`config.mk`:
```
export PLATFORM = sky130hd
export DESIGN_NAME = dmi_tx_framer
export DESIGN_NICKNAME = d
export VERILOG_FILES = /design/src/rtl/dmi_pkg.sv /design/src/rtl/dmi_tx_framer.sv
export SDC_FILE = /design/constraint.sdc
export NUM_CORES = 1
export LEC_CHECK = 0
export CORE_ASPECT_RATIO = 0.8
export CORE_MARGIN = 1
export CORE_UTILIZATION = 50
export CTS_CLUSTER_SIZE = 40
export DETAILED_ROUTE_END_ITERATION = 12
export GPL_ROUTABILITY_DRIVEN = 0
export GPL_TIMING_DRIVEN = 1
export PLACE_DENSITY = 0.69
export SLEW_MARGIN = 20
export SYNTH_ARGS = -nofsm -noshare
export SYNTH_HDL_FRONTEND = slang
export SYNTH_SLANG_ARGS = --single-unit
```
`constraint.sdc`:
```
create_clock -name i_clk -period 3.8 [get_ports i_clk]
set_input_delay 0.76 -clock i_clk [delete_from_list [all_inputs] [get_ports i_clk]]
set_output_delay 0.76 -clock i_clk [all_outputs]
set_load 0.02 [all_outputs]
```
`src/rtl/dmi_pkg.sv`:
```
// rtl/dmi_pkg.sv - shared DMI constants, tx framer states and CRC-32 helpers
package dmi_pkg;

    localparam logic [31:0] CRC_INIT      = 32'hFFFF_FFFF;
    localparam logic [31:0] CRC_RESIDUE   = 32'hC704_DD7B;
    localparam logic [31:0] CRC_POLY      = 32'h04C1_1DB7;
    localparam logic [15:0] PREAMBLE_WORD = 16'h5555;
    localparam logic [15:0] SFD_WORD      = 16'h55D5;

    // Transmit framer states
    typedef logic [2:0] tx_state_t;
    localparam tx_state_t ST_IDLE = 3'd0;
    localparam tx_state_t ST_PRE  = 3'd1;
    localparam tx_state_t ST_DATA = 3'd2;
    localparam tx_state_t ST_PAD  = 3'd3;
    localparam tx_state_t ST_FCS1 = 3'd4;
    localparam tx_state_t ST_FCS2 = 3'd5;
    localparam tx_state_t ST_IFG  = 3'd6;

    // Bit-reverse a byte: wire order is LSB first, the CRC register is MSB first
    function automatic logic [7:0] rev8(input logic [7:0] b);
        logic [7:0] r;
        for (int i = 0; i < 8; i++) begin
            r[i] = b[7-i];
        end
        return r;
    endfunction

    // One 16-bit step of the non-reflected CRC-32; [15:8] is the earlier byte
    function automatic logic [31:0] crc32_step16(input logic [31:0] crc, input logic [15:0] data);
        logic [15:0] d;
        logic [31:0] c;
        d = {rev8(data[15:8]), rev8(data[7:0])};
        c = crc;
        for (int i = 15; i >= 0; i--) begin
            c = {c[30:0], 1'b0} ^ ((c[31] ^ d[i]) ? CRC_POLY : 32'h0);
        end
        return c;
    endfunction

endpackage

```
`src/rtl/dmi_tx_framer.sv`:
```
// rtl/dmi_tx_framer.sv - preamble, payload, pad, FCS and inter-frame gap framer
module dmi_tx_framer
    import dmi_pkg::*;
#(
    parameter int MIN_WORDS  = 30,
    parameter int IFG_CYCLES = 6,
    parameter int PRE_WORDS  = 4
) (
    input  logic        i_clk,
    input  logic        i_rst_n,
    input  logic [15:0] i_data,
    input  logic        i_valid,
    input  logic        i_last,
    output logic        o_in_ready,
    output logic [15:0] o_data,
    output logic        o_valid,
    output logic        o_sof,
    output logic        o_eof,
    input  logic        i_out_ready,
    output logic        o_busy
);

    localparam logic [3:0]  PRE_LAST = 4'(PRE_WORDS - 1);
    // The IDLE cycle and the preamble load cycle complete the gap, so the
    // IFG state itself only waits IFG_CYCLES-2 cycles after the FCS2 transfer.
    localparam logic [3:0]  IFG_LAST = 4'(IFG_CYCLES - 3);
    localparam logic [16:0] MIN_W    = 17'(MIN_WORDS);

    tx_state_t   state;
    logic [31:0] crc;
    logic [15:0] word_cnt;
    logic [3:0]  aux_cnt;

    logic        load_en;
    logic [16:0] cnt_inc;
    logic [15:0] word_cnt_nxt;
    logic [31:0] crc_n;
    logic [15:0] fcs_hi;
    logic [15:0] fcs_lo;

    assign load_en      = !o_valid || i_out_ready;
    assign o_in_ready   = (state == ST_DATA) && load_en;
    assign o_busy       = (state != ST_IDLE);
    assign cnt_inc      = {1'b0, word_cnt} + 17'd1;
    assign word_cnt_nxt = (word_cnt == 16'hFFFF) ? word_cnt : word_cnt + 16'd1;
    assign crc_n        = ~crc;
    assign fcs_hi       = {rev8(crc_n[31:24]), rev8(crc_n[23:16])};
    assign fcs_lo       = {rev8(crc_n[15:8]),  rev8(crc_n[7:0])};

    // Frame sequencer: owns state, counters, CRC register and the one-deep output register
    always_ff @(posedge i_clk or negedge i_rst_n) begin
        if (!i_rst_n) begin
            state    <= ST_IDLE;
            crc      <= CRC_INIT;
            word_cnt <= 16'd0;
            aux_cnt  <= 4'd0;
            o_data   <= 16'd0;
            o_valid  <= 1'b0;
            o_sof    <= 1'b0;
            o_eof    <= 1'b0;
        end else begin
            case (state)
                ST_IDLE: begin
                    if (i_valid) begin
                        crc      <= CRC_INIT;
                        word_cnt <= 16'd0;
                        aux_cnt  <= 4'd0;
                        state    <= ST_PRE;
                    end
                end
                ST_PRE: begin
                    if (load_en) begin
                        o_data  <= (aux_cnt == PRE_LAST) ? SFD_WORD : PREAMBLE_WORD;
                        o_valid <= 1'b1;
                        o_sof   <= (aux_cnt == 4'd0);
                        o_eof   <= 1'b0;
                        if (aux_cnt == PRE_LAST) begin
                            aux_cnt <= 4'd0;
                            state   <= ST_DATA;
                        end else begin
                            aux_cnt <= aux_cnt + 4'd1;
                        end
                    end
                end
                ST_DATA: begin
                    if (load_en) begin
                        o_sof <= 1'b0;
                        o_eof <= 1'b0;
                        if (i_valid) begin
                            o_data   <= i_data;
                            o_valid  <= 1'b1;
                            crc      <= crc32_step16(crc, i_data);
                            word_cnt <= word_cnt_nxt;
                            if (i_last) begin
                                state <= (cnt_inc < MIN_W) ? ST_PAD : ST_FCS1;
                            end
                        end else begin
                            o_valid <= 1'b0;
                        end
                    end
                end
                ST_PAD: begin
                    if (load_en) begin
                        o_data   <= 16'h0000;
                        o_valid  <= 1'b1;
                        o_sof    <= 1'b0;
                        o_eof    <= 1'b0;
                        crc      <= crc32_step16(crc, 16'h0000);
                        word_cnt <= word_cnt_nxt;
                        if (cnt_inc >= MIN_W) begin
                            state <= ST_FCS1;
                        end
                    end
                end
                ST_FCS1: begin
                    if (load_en) begin
                        o_data  <= fcs_hi;
                        o_valid <= 1'b1;
                        o_sof   <= 1'b0;
                        o_eof   <= 1'b0;
                        state   <= ST_FCS2;
                    end
                end
                ST_FCS2: begin
                    if (load_en) begin
                        o_data  <= fcs_lo;
                        o_valid <= 1'b1;
                        o_sof   <= 1'b0;
                        o_eof   <= 1'b1;
                        aux_cnt <= 4'd0;
                        state   <= ST_IFG;
                    end
                end
                ST_IFG: begin
                    if (o_valid) begin
                        if (i_out_ready) begin
                            o_valid <= 1'b0;
                            o_eof   <= 1'b0;
                        end
                    end else if (aux_cnt == IFG_LAST) begin
                        aux_cnt <= 4'd0;
                        state   <= ST_IDLE;
                    end else begin
                        aux_cnt <= aux_cnt + 4'd1;
                    end
                end
                default: begin
                    state <= ST_IDLE;
                end
            endcase
        end
    end

endmodule
```
==> summary.txt, run 1 <==
Place
  • DP HPWL: between 15 and 20 mm
  • IO Port Bufs: 41

STA
  • Final min period: 3.45 ns
  • Final Skew: 0.00644 ns
  • RSZ-0062 raised after global routing: false
  • Slew margin rel.: 0.354
  • Max Freq: slightly below 0.3 GHz
  • Period utilization: 0.908
  • Slew @ Worst Pin: approximately 0.97 ns
  • WHS: 0.500 ns
  • Max Slew Vio Count: 0
  • Final setup violation count: 0
  • Setup TNS: 0 ns
  • Hold Vio Cnt, Final: 0

Clock tree
  • Clk pin slew, worst setup/hold paths: ~0.06 ns
  • Worst skew pair latency: 0.35 ns
  • Number of buffers created by CTS: 9
  • H-tree depth: 3
  • CTS Buffer Depth: 2
  • Cts-stage hold buffer count: 0
  • Setup Buffers After CTS: 0
  • TritonCTS clock tree: built
  • Post-CTS Resized: 0
  • CTS root buf: clkbuf_16
  • Clk sinks: 74

Drt
  • DRC viols: 0
  • Post-Route WL: 21.2 mm
  • Vias: a little under 6k
  • Post-route ant nets: 0
  • Wire per inst: 22.0 um
  • Iteration count of the initial detailed-routing pass: 5
  • Initial DRC count: 517
  • Routed vias/inst: 6.07

Floorplan
  • FP Rows: 38
  • CORE AREA: 13,600 um2
  • Die W: 134 um
  • Top-Level Pins: 42
  • Die ar.: between 10,000 and 15,000 um2
  • Die H: 108 um
  • Starting Density: 0.514

Worst setup path
  • Setup CP Type: in -> reg
  • Critical path buffers and inverters: 1
  • CP top delay family: XOR/XNOR gates
  • Critical-path cell list: clkdlybuf4s50_1, xnor2_4, xor3_2, xor2_1, xnor2_1, xor3_1, a221oi_2, a21oi_1
  • Crit-path slowest cell: clkdlybuf4s50_1
  • Worst EP required: 4.06 ns
  • Crit. End Element: flop
  • Arrival @ worst endpoint: approximately 3.7 ns
  • CP Launch Type: input port
  • Slowest Stage Delay on Critical Path: 0.55 ns
  • Crit-path max FO: 6

Min path
  • Hold Path Class: reg -> reg

Layout
  • Most common cell after layout, fill and taps aside: xnor2_1
  • Most frequent cells in the layout: xnor2_1, nor2_1, xor2_1, a21oi_1, o21ai_0
  • Nets: a little over 800
  • # diodes: 0
  • Area grow syn2layout: 13.1%
  • Share of cells above drive strength 1: 0.128
  • Fill cell count: 1,166

Synthesis
  • Synth Cell Area: 7020 um2
  • Seq cells post-synth: 74
  • Yosys Warn Count: 0
  • Asr flop ratio synth: 1.00
  • Mux share of post-synthesis cell area: 0.00891
  • Main combinational cell family by area after synthesis: XOR/XNOR gates
  • Cells after synthesis: 751
  • Post-Synth Adder-Cell Area: 0.00713
  • Syn avg cell area: 9.35 um2
  • Compound-Gate Fraction of Synth Area: 0.163
  • Post-Synth XOR/XNOR Area: 0.413
  • Number of flops mapped to enable cells by yosys: 0
  • Post-Synth Simple-Gate Area: 0.101
  • Count of different cell masters after synthesis: 59
  • Syn Nets: 776
  • Main synth FF type: dfrtp_1
  • Sequential share of the synthesized area: 0.270

Global route
  • Initial antenna violation count: 0
  • Vias in the first global route: 5,799
  • First-pass GRT wire length: 33.5 mm
  • Pin count of the biggest net entering global routing: 75
  • Global Route Usage Sum: 0.312
  • Total grt overflow: 0

Run
  • Max-cap viol count: 0

Run status
  • Status: completed
[worst paths after layout]
path	start	endpoint	slack, ns	cells past startpoint
worst max-delay path	i_data[8]	crc[10]$_DFFE_PN1P_	0.35	8
worst min-delay path	o_data[13]$_DFFE_PN0P_	o_data[13]$_DFFE_PN0P_	0.50	1
worst max register to register	crc[29]$_DFFE_PN1P_	crc[16]$_DFFE_PN1P_	0.60	7
worst min register to register	o_data[13]$_DFFE_PN0P_	o_data[13]$_DFFE_PN0P_	0.50	1
max in group asynchronous	i_rst_n	word_cnt[15]$_DFFE_PN0P_	2.62	1
min in group asynchronous	i_rst_n	aux_cnt[0]$_DFFE_PN0P_	0.57	1
[kinds of logic after synthesis]
kind of cell | count (synthesis)
and+or+nand+nor | 159
DFF | 74
buffers and inverters | 60
adders and majority gates | 4
muxes | 6
xor gates and xnor gates | 270
AOI/OAI and AO/OA | 178
[routing by layer]
metal	global-route usage	vias up	routed length, um
met2	0.451	347	8890
met5	0	-	0
met3	0.103	41	2590
met4	0.100	0	448
met1	0.440	2828	9310
li1	-	2654	-
[area by class of cell]
class | instances | area, um2 | area share
Clock inverter | 4 | 27.5 | 0.00347
Timing Repair Buffer | 69 | 618 | 0.0779
Tap cell | 180 | 225 | 0.0284
Clock buffer | 12 | 256 | 0.0323
Inverter | 11 | 41.3 | 0.00520
Multi-Input combinational cell | 617 | 4880 | 0.614
Sequential cell | 74 | 1890 | 0.238
[registers in the layout, indices dropped and copies added, names as in the netlist]
| register | cells |
|---|---|
| crc | 32 |
| o_data | 16 |
| word_cnt | 16 |
| aux_cnt | 4 |
| state | 3 |
| o_eof | 1 |
| o_sof | 1 |
| o_valid | 1 |
[per-stage QoR]
stage / utilization / area, um2 / worst slack (ns) / instances
after floorplan: - / 7020 / 0.766 / 751
after global placement: 0.561 / 7650 / 0.123 / 951
after detailed placement: 0.561 / 7650 / 0.00523 / 951
after CTS: 0.582 / 7940 / 0.387 / 967
after global routing: 0.582 / 7940 / 0.236 / 967
final: 0.582 / 7940 / 0.349 / 967
[cells in the mapped netlist (3+ instances only)]
cell / count / area, um2
o22ai_1: 8 / 50.1
a21oi_1: 50 / 250
clkbuf_1: 38 / 143
and2_1: 3 / 18.8
xor3_1: 6 / 143
o21ai_0: 46 / 230
o22a_1: 11 / 96.3
dfrtp_1: 42 / 1050
nand4_1: 6 / 37.5
a22oi_1: 3 / 22.5
buf_6: 3 / 33.8
nand3_1: 6 / 30.0
buf_2: 5 / 25.0
and3_1: 8 / 50.1
ha_1: 4 / 50.1
a21o_1: 3 / 22.5
mux2i_1: 4 / 40.0
xnor3_2: 4 / 95.1
a31oi_1: 4 / 25.0
nand2_1: 36 / 135
xnor3_1: 18 / 405
nor2_1: 72 / 270
nand2b_1: 5 / 31.3
xor2_1: 61 / 534
o31ai_1: 8 / 60.1
nor3_1: 11 / 55.1
xnor2_1: 170 / 1490
xnor2_2: 5 / 81.3
inv_1: 11 / 41.3
o21a_1: 11 / 82.6
dfstp_2: 32 / 841
o221ai_1: 9 / 78.8
a221oi_1: 13 / 114
Power of run 1 is left out: the tool's default activity adds up to more than one toggle a clock period on the data nets, which glitch-free logic cannot reach.
==> run 2, diff against run 1 <==
--- a/config.mk
+++ b/config.mk
@@ -11,7 +11,6 @@
 export CTS_CLUSTER_SIZE = 40
 export DETAILED_ROUTE_END_ITERATION = 12
 export GPL_ROUTABILITY_DRIVEN = 0
-export GPL_TIMING_DRIVEN = 1
 export PLACE_DENSITY = 0.69
 export SLEW_MARGIN = 20
 export SYNTH_ARGS = -nofsm -noshare
==> results of run 2 <==
Final layout, timing and power as in run 1 (identical DEF).
Power of run 2 is left out for the same reason.
==> run 3, diff against run 2 <==
==> constraint.sdc (replaced) <==
create_clock -name i_clk -period 3.42 [get_ports i_clk]
set_input_delay 0.684 -clock i_clk [delete_from_list [all_inputs] [get_ports i_clk]]
set_output_delay 0.684 -clock i_clk [all_outputs]
set_load 0.02 [all_outputs]
==> run 3 against run 2 <==
Against the previous run: utilization rose by 2.0 points; first-iteration DRC count rose by 8.9%; die area did not move; worst setup slack got worse by 0.046 ns; hold slack got worse by 0.025 ns; via count rose by 2.4%; clock skew rose by 0.0077 ns; wire length rose by 1.0%; flip-flop and latch count did not move.
==> summary.txt, run 3 (synthesis results as in run 1) <==
STA
  • Max Freq: 0.321 GHz
  • Setup TNS: 0 ns (unchanged)
  • Max Slew Vio Count: 0 (unchanged)
  • Final min period: 3.12 ns
  • Period utilization: 0.911
  • Slew margin rel.: 0.359 (was 0.354)
  • Hold Vio Cnt, Final: 0 (unchanged)
  • RSZ-0062 raised after global routing: false (unchanged)
  • Final setup violation count: 0 (unchanged)
  • Slew @ Worst Pin: 0.962 ns (was 0.969 ns)
  • Final Skew: 0.0142 ns (was 0.00644 ns)

Clock tree
  • Cts-stage hold buffer count: 0 (unchanged)
  • CTS root buf: clkbuf_16 (unchanged)
  • Number of buffers created by CTS: 9 (unchanged)
  • CTS Buffer Depth: 2 (unchanged)
  • H-tree depth: 3 (unchanged)
  • Clk sinks: 74 (unchanged)
  • TritonCTS clock tree: built (unchanged)
  • Clk pin slew, worst setup/hold paths: 0.06 ns (about the same)
  • Worst skew pair latency: 0.36 ns (was 0.35 ns)

Worst setup path
  • Setup CP Type: reg -> reg (was in -> reg)
  • CP Launch Type: flop (was input port)
  • Slowest Stage Delay on Critical Path: 0.77 ns (was 0.55 ns)
  • Crit-path max FO: 8 (was 6)
  • Arrival @ worst endpoint: 3.39 ns (was 3.71 ns)
  • Worst EP required: 3.69 ns (was 4.06 ns)
  • Crit-path slowest cell: dfstp_2 (was clkdlybuf4s50_1)
  • CP top delay family: XOR/XNOR gates (unchanged)
  • Crit. End Element: flop (unchanged)
  • Most used cell, CP: xnor3_1
  • Critical path buffers and inverters: 0 (was 1)
  • Critical-path cell list: xnor3_1, xnor3_1, xnor2_2, xor3_1, xnor2_1, a221oi_1, a21oi_1 (was clkdlybuf4s50_1, xnor2_4, xor3_2, xor2_1, xnor2_1, xor3_1, a221oi_2, a21oi_1)

Layout
  • Area grow syn2layout: 17.0% (was 13.1%)
  • Max reg flops: 32 (unchanged)
  • Layout Cell Area excl Fill: 8210 um2 (was 7940 um2)
  • Most common cell after layout, fill and taps aside: xnor2_1 (unchanged)
  • Most frequent cells in the layout: xnor2_1, nor2_1, buf_4, xor2_1, a21oi_1 (was xnor2_1, nor2_1, xor2_1, a21oi_1, o21ai_0)
  • # diodes: 0 (unchanged)
  • Top Registers: crc (32), o_data (16), word_cnt (16) (unchanged)
  • Reg with most FFs: crc (unchanged)
  • Share of cells above drive strength 1: 0.162 (was 0.128)
  • Nets: 840 (was 807)

Global route
  • Global Route Usage Sum: 0.315 (was 0.312)
  • Pin count of the biggest net entering global routing: 75 (unchanged)
  • Vias in the first global route: 5,977 (was 5,799)
  • Total grt overflow: 0 (unchanged)
  • Initial antenna violation count: 0 (unchanged)
  • First-pass GRT wire length: 33.9 mm (was 33.5 mm)

Drt
  • Wire per inst: 21.5 um (was 22.0 um)
  • Met3 routed WL: 2.47 mm (was 2.59 mm)
  • Met2 routed WL: 9.06 mm (was 8.89 mm)
  • Post-Route WL: 21.5 mm (was 21.2 mm)
  • Initial DRC count: 563 (was 517)
  • DRC viols: 0 (unchanged)
  • Post-route ant nets: 0 (unchanged)
  • Routed vias/inst: 6.01 (was 6.07)
  • Vias: 6,012 (was 5,870)
  • Iteration count of the initial detailed-routing pass: 5 (unchanged)
  • M1 WL: 9.47 mm (was 9.31 mm)
  • Max Used Layer: met4 (unchanged)

Place
  • IO Port Bufs: 41 (unchanged)
  • Placed instance area: 7900 um2 (was 7650 um2)
  • DP HPWL: 16.2 mm (was 15.9 mm)

Floorplan
  • Die H: 108 um (unchanged)
  • CORE AREA: 13,600 um2 (unchanged)
  • FP Rows: 38 (unchanged)
  • Die W: 134 um (unchanged)
  • Starting Density: 0.514 (unchanged)
  • Top-Level Pins: 42 (unchanged)
  • Die ar.: 14,500 um2 (unchanged)

Run
  • Max-cap viol count: 0 (unchanged)

Run status
  • Status: completed (unchanged)

Min path
  • Hold Path Class: in -> async (was reg -> reg)
## run 3: path summary, 6_finish.rpt
| kind | slack, ns | startpoint | end | depth (start not counted) |
|---|---|---|---|---|
| worst max register to register | 0.30 | crc[29]$_DFFE_PN1P_ | crc[16]$_DFFE_PN1P_ | 7 |
| worst max-delay path | 0.30 | crc[29]$_DFFE_PN1P_ | crc[16]$_DFFE_PN1P_ | 7 |
| min in group i_clk | 0.50 | o_data[15]$_DFFE_PN0P_ | o_data[15]$_DFFE_PN0P_ | 1 |
| worst min register to register | 0.50 | o_data[15]$_DFFE_PN0P_ | o_data[15]$_DFFE_PN0P_ | 1 |
| worst min-delay path | 0.47 | i_rst_n | aux_cnt[0]$_DFFE_PN0P_ | 1 |
| max in group asynchronous | 2.31 | i_rst_n | word_cnt[9]$_DFFE_PN0P_ | 1 |
## run 3: metrics by stage
stage / cells / hold slack (ns) / worst slack (ns) / utilization
floorplan: 751 / 0.388 / 0.462 / -
global placement: 984 / 0.478 / 0.0463 / 0.579
detailed placement: 984 / 0.485 / 0.00227 / 0.579
CTS: 1000 / 0.504 / 0.213 / 0.601
global route: 1000 / 0.528 / 0.230 / 0.602
finish: 1000 / 0.475 / 0.303 / 0.602
## run 3: layer usage
layer	track usage	vias up
li1	-	2704
met1	0.435	2956
met2	0.457	312
met3	0.112	40
met4	0.106	0
met5	0	-
## run 3: area by class of cell
cell class	count	area (um2)
tap	180	225
sequential	74	1890
fill	1158	5440
clock inverter	2	37.5
timing repair buffer	102	866
multi-input combinational	617	4880
clock buffer	14	264
inverter	11	41.3
## run 3: repair_timing
action | CTS | global route
endpoints found under the setup margin | 0 | 1
setup buffers | 0 | 0
gates resized for setup | 0 | 1
Power of run 3 is left out for the same reason.
